===== config.mk =====
export PLATFORM = sky130hd
export DESIGN_NAME = dct_transpose_buf
export DESIGN_NICKNAME = d
export VERILOG_FILES = /design/src/rtl/dct_transpose_buf.sv
export SDC_FILE = /design/constraint.sdc
export NUM_CORES = 2
export LEC_CHECK = 0
export BUFFER_PORTS_ARGS = -buffer_cell sky130_fd_sc_hd__buf_2
export CAP_MARGIN = 15
export CORE_MARGIN = 2
export CORE_UTILIZATION = 62
export CTS_CLUSTER_SIZE = 10
export DETAILED_ROUTE_END_ITERATION = 16
export GPL_TIMING_DRIVEN = 0
export PLACE_DENSITY = 0.8
export SLEW_MARGIN = 15
export SYNTH_ARGS = -nofsm -noshare
export SYNTH_HDL_FRONTEND = slang
export SYNTH_SLANG_ARGS = --single-unit

===== constraint.sdc =====
create_clock -name clk -period 3.9 [get_ports clk]
set_input_delay 0.78 -clock clk [delete_from_list [all_inputs] [get_ports clk]]
set_output_delay 0.78 -clock clk [all_outputs]
set_load 0.05 [all_outputs]

===== src/rtl/dct_transpose_buf.sv =====
// 8x8 DCT transpose buffer: rescales row-pass rows, stores them ping-pong and emits columns; first column 1 cycle after row 8.
// Backpressure: in_ready drops only when both banks are full; columns hold stable while out_ready is low.
module dct_transpose_buf #(
  parameter int IN_W  = 12,
  parameter int OUT_W = 8,
  parameter int SHIFT = 4
) (
  input  logic               clk,
  input  logic               rst_n,
  input  logic               flush,
  input  logic               in_valid,
  output logic               in_ready,
  input  logic [8*IN_W-1:0]  in_data,
  output logic               out_valid,
  input  logic               out_ready,
  output logic [8*OUT_W-1:0] out_data,
  output logic [2:0]         out_col,
  output logic               out_last,
  output logic [7:0]         sat_cnt
);
  localparam int TW = IN_W + 1;
  localparam logic signed [TW-1:0] RND   = TW'(2 ** (SHIFT - 1));
  localparam logic signed [TW-1:0] MAX_V = TW'(2 ** (OUT_W - 1) - 1);
  localparam logic signed [TW-1:0] MIN_V = ~MAX_V;

  logic [OUT_W-1:0] mem [2][8][8];
  logic [1:0]       full;
  logic             wbank;
  logic             rbank;
  logic [2:0]       wrow;
  logic [2:0]       rcol;
  logic             wr_fire;
  logic             rd_fire;

  logic signed [TW-1:0] x_ext [8];
  logic signed [TW-1:0] t_val [8];
  logic [OUT_W-1:0]     conv  [8];
  logic [7:0]           sat_lane;
  logic [3:0]           sat_sum;
  logic [8:0]           sat_add;

  assign in_ready  = !full[wbank];
  assign out_valid = full[rbank];
  assign out_col   = rcol;
  assign out_last  = out_valid && (rcol == 3'd7);
  assign wr_fire   = in_valid && in_ready;
  assign rd_fire   = out_valid && out_ready;

  // Round half up, then clamp to the signed output range.
  always_comb begin
    sat_lane = '0;
    sat_sum  = '0;
    for (int c = 0; c < 8; c++) begin
      x_ext[c] = {in_data[(8-c)*IN_W-1], in_data[(7-c)*IN_W +: IN_W]};
      t_val[c] = (x_ext[c] + RND) >>> SHIFT;
      if (t_val[c] > MAX_V) begin
        conv[c]     = MAX_V[OUT_W-1:0];
        sat_lane[c] = 1'b1;
      end else if (t_val[c] < MIN_V) begin
        conv[c]     = MIN_V[OUT_W-1:0];
        sat_lane[c] = 1'b1;
      end else begin
        conv[c] = t_val[c][OUT_W-1:0];
      end
      sat_sum = sat_sum + {3'b000, sat_lane[c]};
    end
    sat_add = {1'b0, sat_cnt} + {5'b00000, sat_sum};
  end

  always_comb begin
    out_data = '0;
    for (int r = 0; r < 8; r++) begin
      out_data[(7-r)*OUT_W +: OUT_W] = mem[rbank][r][rcol];
    end
  end

  // Write and read complete on different banks, so both flag updates can land together.
  always_ff @(posedge clk or negedge rst_n) begin
    if (!rst_n) begin
      full    <= '0;
      wbank   <= 1'b0;
      rbank   <= 1'b0;
      wrow    <= '0;
      rcol    <= '0;
      sat_cnt <= '0;
      for (int b = 0; b < 2; b++) begin
        for (int r = 0; r < 8; r++) begin
          for (int c = 0; c < 8; c++) begin
            mem[b][r][c] <= '0;
          end
        end
      end
    end else if (flush) begin
      full    <= '0;
      wbank   <= 1'b0;
      rbank   <= 1'b0;
      wrow    <= '0;
      rcol    <= '0;
      sat_cnt <= '0;
    end else begin
      if (wr_fire) begin
        for (int c = 0; c < 8; c++) begin
          mem[wbank][wrow][c] <= conv[c];
        end
        sat_cnt <= sat_add[8] ? 8'hFF : sat_add[7:0];
        wrow    <= wrow + 3'd1;
        if (wrow == 3'd7) begin
          full[wbank] <= 1'b1;
          wbank       <= ~wbank;
        end
      end
      if (rd_fire) begin
        rcol <= rcol + 3'd1;
        if (rcol == 3'd7) begin
          full[rbank] <= 1'b0;
          rbank       <= ~rbank;
        end
      end
    end
  end
endmodule


After elaboration in Yosys (flattened, before gate mapping). Cells that the tools add are included.

Register bits after elaboration: 1042. Input bits: 101. Output and inout bits: 78. Logic and storage cells: 331.

$add $sub $neg: 18. Order comparisons: 26. Eq/ne operators: 2. Muxes and demuxes: 126. Bitwise operators: 10. Reductions and logical operators: 15.

Operator list (number): $bwmux 1024 (8); $mux 512 (11); $demux 512 s1 (8); $demux 64 s3 (8); $mux 8 (36); $bmux 8 s3 (8); $add 12x5->13 const B (8); $gt 9x8->1 const B (8); $lt 9x8->1 const B (8); $mux 64 (1); $mux 56 (1); $mux 48 (1); $mux 40 (1); $mux 32 (1); $mux 1 (28); $mux 24 (1); $add 4x1->4 (4); $mux 16 (1); $mux 2 (6); $mux 3 (4); $add 8x4->9 (1); $ge 4x4->1 const B (2); $not 3->4 (2); $reduce_bool 2->1 (4); other kinds (19) (36).

Depth between registers and ports, before layout.
Depth after elaboration: 15. Gate-level depth with buffers: 17. Gate-level depth less buffers: 16.

Worst setup path after synthesis. No wires, ideal clock.

Kind: input to register. From: input port in_data[87]. To: register sat_cnt[6]. Setup time: 0.086 ns. Data arrival time: 4.626 ns. Data required time: 3.814 ns. Setup slack: -0.812 ns. Cell stages on the path: 17. Buffers on the path: 1. Cell sequence: ha_1 -> clkbuf_1 -> inv_1 -> xnor2_1 -> nor2_1 -> fa_1 -> fa_1 -> inv_1 -> fa_1 -> fa_1 -> inv_1 -> fa_1 -> a211o_1 -> o211ai_1 -> nor2_1 -> and4b_1 -> nor3_1.

Word-level cells in the longest chain between the ends: 15. Elaborated cells on any way between the ends: 16. Those cells by class: add/sub: 9; order compare: 2; mux: 5.

RTL lines: start, declared (RTL line 13) `input logic [8*IN_W-1:0] in_data,`; $add 12x5->13 * (RTL line 55) `t_val[c] = (x_ext[c] + RND) >>> SHIFT;`; $lt 9x8->1 (RTL line 59) `end else if (t_val[c] < MIN_V) begin`; $mux 1 (RTL line 59); $mux 1 * (RTL line 56) `if (t_val[c] > MAX_V) begin`; $add 1x1->2 * (RTL line 65) `sat_sum = sat_sum + {3'b000, sat_lane[c]};`; $add 2x1->3 * (RTL line 65); $add 3x1->4 * (RTL line 65); $add 4x1->4 * (4 in a row) (RTL line 65); $add 8x4->9 * (RTL line 67) `sat_add = {1'b0, sat_cnt} + {5'b00000, sat_sum};`; $mux 8 * (RTL line 105) `sat_cnt <= sat_add[8] ? 8'hFF : sat_add[7:0];`; $mux 8 * (RTL line 101) `if (wr_fire) begin`; $mux 8 * (RTL line 93) `end else if (flush) begin`; end signal, assigned (RTL line 105); end, declared (RTL line 19) `output logic [7:0] sat_cnt`.

Every way passes the cells marked *; elsewhere a longest branch is shown, timed or not. The select of a mux whose other input is x is not followed. A chain may end at the register's enable or synchronous reset.

Worst setup path after layout.
From: input port in_data[91]. To: register sat_cnt[6].

Same word-level chain as after synthesis.

==> flow_summary.json <==
{
  "syn_avg_cell_area_um2": 11.0,
  "globalRoute.totalOverflow": 0,
  "slew_headroom_pct": 4.61,
  "violations": "setup timing",
  "status": "finished with violations",
  "leakage_nw": 23.2,
  "die_w_um": 279,
  "crit_path_end_kind": "register",
  "grt_use_total_pct": 44.2,
  "cts_htree_levels": 3,
  "cp_max_fo": 4,
  "rsz0062_at_grt": "true",
  "p_int_mw": 18.3,
  "root_buffer": "clkbuf_16",
  "wl_per_cell_um": 30.6,
  "first_global_vias": 37727,
  "syn_area_mm2": 0.0469,
  "r2r-end": "mem[396]",
  "synth_cells": 4266,
  "cts_buffer_depth": 3,
  "max_freq_mhz": 244,
  "clk_pin_slew_ns": 0.05,
  "vias_per_cell": 7.05,
  "r2r_slack_ns": -0.01,
  "ir_drop_mv": 0.333,
  "dr.pass1.iters": 8,
  "vias": 39135,
  "dp.cells": 5397,
  "start_kind": "input port",
  "gp_routability_congestion": 1.03,
  "finalSetupViolCount": 29,
  "fin_crit_sh_pct": 105,
  "finalWorstSetupSlack_ns": -0.195,
  "core-area_mm2": 0.0747,
  "comb_power_share_pct": 14.5,
  "worstPathArrival_ns": 4.65,
  "drt_wl_total_mm": 170,
  "synthFlopType": "dfrtp_1",
  "cts_tree": "built",
  "fill_cells": 5129,
  "numCtsBuffers": 115,
  "finClkSkew_ns": 0.0211,
  "power_density_mw_per_mm2": 477,
  "swShare_pct": 27.8,
  "total_power_mw": 25.3,
  "seq_power_share_pct": 48.0,
  "pin_count": 179,
  "rows": 100,
  "drv_slew": 0,
  "hold_buffers": 0,
  "synthDistinctLibCells": 76,
  "synth-edff-count": 0,
  "drt_iter0_markers": 6412,
  "worstMarginPinSlew_ns": 1.43,
  "port_buffers": 144,
  "start_util_pct": 62.8,
  "path_class": "input port to register",
  "nNetsFinal": 4689,
  "layoutNonFillerInstCount": 5551,
  "fp.dieH_um": 279,
  "worstHoldPathType": "input port to async pin",
  "timing_hold_violations_final": 0,
  "antenna_found_initial": 12,
  "crit_required_ns": 4.45,
  "drc": 0,
  "p_clk_share_pct": 37.5,
  "clkSinkCount": 1042,
  "fin_crit_ns": 4.09,
  "grt_pass1_wl_mm": 247,
  "dp_hpwl_mm": 121,
  "ant_nets": 0,
  "maxCapViolCount": 0,
  "ys_ff_latch": 1042,
  "ys_seq_area_share_pct": 55.6,
  "area_delta_synth_final_pct": 13.3,
  "ys_async_sr_fraction_pct": 100,
  "reg2reg_depth": 7,
  "r2r_start": "wrow[2]",
  "grt_max_degree": 144,
  "insertion_delay_ns": 0.70,
  "p_sw_mw": 7.04,
  "yosys_warnings": 0,
  "synth_fp_nets": 4390,
  "drive_above_1_share_pct": 17.6,
  "dieArea_mm2": 0.0778
}
[metrics by stage]
step           instance area (um^2)  hold WS, ns  setup WS [ns]  setup TNS (ns)  util, %
2_1_floorplan                 47000        0.445         -0.329           -1.89        -
3_3_place_gp                  48900        0.455         -20.15               -     65.4
3_5_place_dp                  49200        0.465          -1.54          -25.81     65.9
4_1_cts                       52800       0.0916         -0.150          -0.366     70.6
5_1_grt                       53100        0.116         -0.271           -1.45     71.1
6_report                      53100       0.0440         -0.195           -1.21     71.1
[logic make-up (layout without fill, tap and decap cells)]
family / Yosys count / count (layout) / share of synthesized area (%)
flip-flops: 1042 / 1042 / 55.6
other: 0 / 4 / 0
AND/OR/NAND/NOR: 1278 / 1278 / 11.1
XOR/XNOR: 17 / 17 / 0.318
adder cells (fa/ha/maj): 23 / 23 / 0.694
multiplexers: 330 / 330 / 15.6
buffers and inverters: 395 / 707 / 3.46
AO/OA/AOI/OAI: 1181 / 1181 / 13.2
[power groups by stage]
stage	Sequential, mW	Combinational, mW	Clock, mW
after floorplan	12.2	2.10	0
after global placement	12.3	3.32	0
after detailed placement	12.3	3.46	0
after CTS	12.1	3.51	9.37
after global routing	12.2	3.85	9.85
final	12.2	3.67	9.49
[what timing repair did]
item / in CTS / in global routing
resized for setup: 150 / 66
setup buffers: 12 / 11
setup endpoints to repair: 72 / 65
gates cloned: 0 / 1
endpoints found under the hold margin: 0 / 0
pin swaps: 14 / 13
[worst max-delay path, cell delays in order]
cell,delay (ns)
buf_2,0.12
and4_4,0.24
nand3_4,0.09
nor2_4,0.32
fa_1,0.51
fa_1,0.52
inv_2,0.05
fa_1,0.56
fa_2,0.22
inv_2,0.04
fa_2,0.35
a211o_1,0.27
o211ai_1,0.17
nor2_2,0.10
a21oi_1,0.22
nor3_2,0.07
[how the worst max path moves through the flow]
stage | start | endpoint | slack (ns) | cells past startpoint
global placement | rst_n | mem[954] | -20.15 | 1
global route | in_data[64] | sat_cnt[6] | -0.27 | 17
floorplan | in_data[63] | sat_cnt[6] | -0.33 | 17
detailed placement | in_data[65] | sat_cnt[6] | -1.54 | 16
finish | in_data[91] | sat_cnt[6] | -0.19 | 16
CTS | in_data[63] | sat_cnt[6] | -0.15 | 17
[synthesized netlist by cell type (8+ instances only)]
cell | number | area share (%)
dfrtp_1 | 1042 | 56
nand2_1 | 945 | 7.6
o21ai_0 | 918 | 9.8
mux4_2 | 320 | 15
clkbuf_1 | 284 | 2.3
nor2_1 | 208 | 1.7
a21oi_1 | 166 | 1.8
buf_2 | 64 | 0.68
nand3_1 | 37 | 0.39
ha_1 | 18 | 0.48
inv_1 | 18 | 0.14
buf_1 | 14 | 0.11
a31oi_1 | 12 | 0.16
and4_1 | 11 | 0.21
o21ai_1 | 11 | 0.12
nand4_1 | 10 | 0.13
nor3_1 | 10 | 0.11
xnor2_1 | 10 | 0.19
mux2i_1 | 9 | 0.19
o211ai_1 | 9 | 0.14
o22ai_1 | 9 | 0.12
nand2b_1 | 8 | 0.11
[per-layer routing]
| metal | track usage, % | wire, um |
|---|---|---|
| met1 | 57.2 | 57300 |
| met3 | 20.8 | 28600 |
| met5 | 0 | 91 |
| met4 | 28.0 | 13100 |
| met2 | 60.2 | 70500 |
[area by class of cell]
type                       count  area (um^2)  area share (%)
clock inverter                 4         26.3          0.0495
multi-input combinational   2829        19400            36.5
antenna                        4         10.0          0.0188
inverter                      18         75.1           0.141
timing repair buffer         187         1370            2.57
tap                          969         1210            2.28
buffer                       372         1980            3.72
clock buffer                 126         3000            5.66
sequential                  1042        26100            49.1
[placed cells by master, fill, tap and decap left out, types with 5 or more instances in the layout]
cell,n
o22ai_1,9
nand2b_1,8
buf_6,14
inv_1,14
nand2_1,944
a31oi_1,12
nor3_1,9
buf_16,12
and3_1,6
clkbuf_8,9
o21ai_1,23
clkbuf_2,14
mux4_2,320
and4_1,9
a21o_1,6
buf_8,12
nor2_1,204
and2_1,5
buf_4,50
dfrtp_1,1041
buf_12,8
o21ai_0,901
mux2i_1,9
buf_2,166
a21oi_1,165
nand3_1,35
clkbuf_1,265
xor2_1,7
clkbuf_16,120
ha_1,16
clkbuf_4,13
o21ai_2,6
nand4_1,10
o211ai_1,9
xnor2_1,8
[state kept, by name, summed over array words and instances (netlist names)]
signal / count
wbank: 1
mem: 1024
sat_cnt: 8
wrow: 3
out_col: 3
rbank: 1
full: 2
Power figures use the tool's default switching activity.
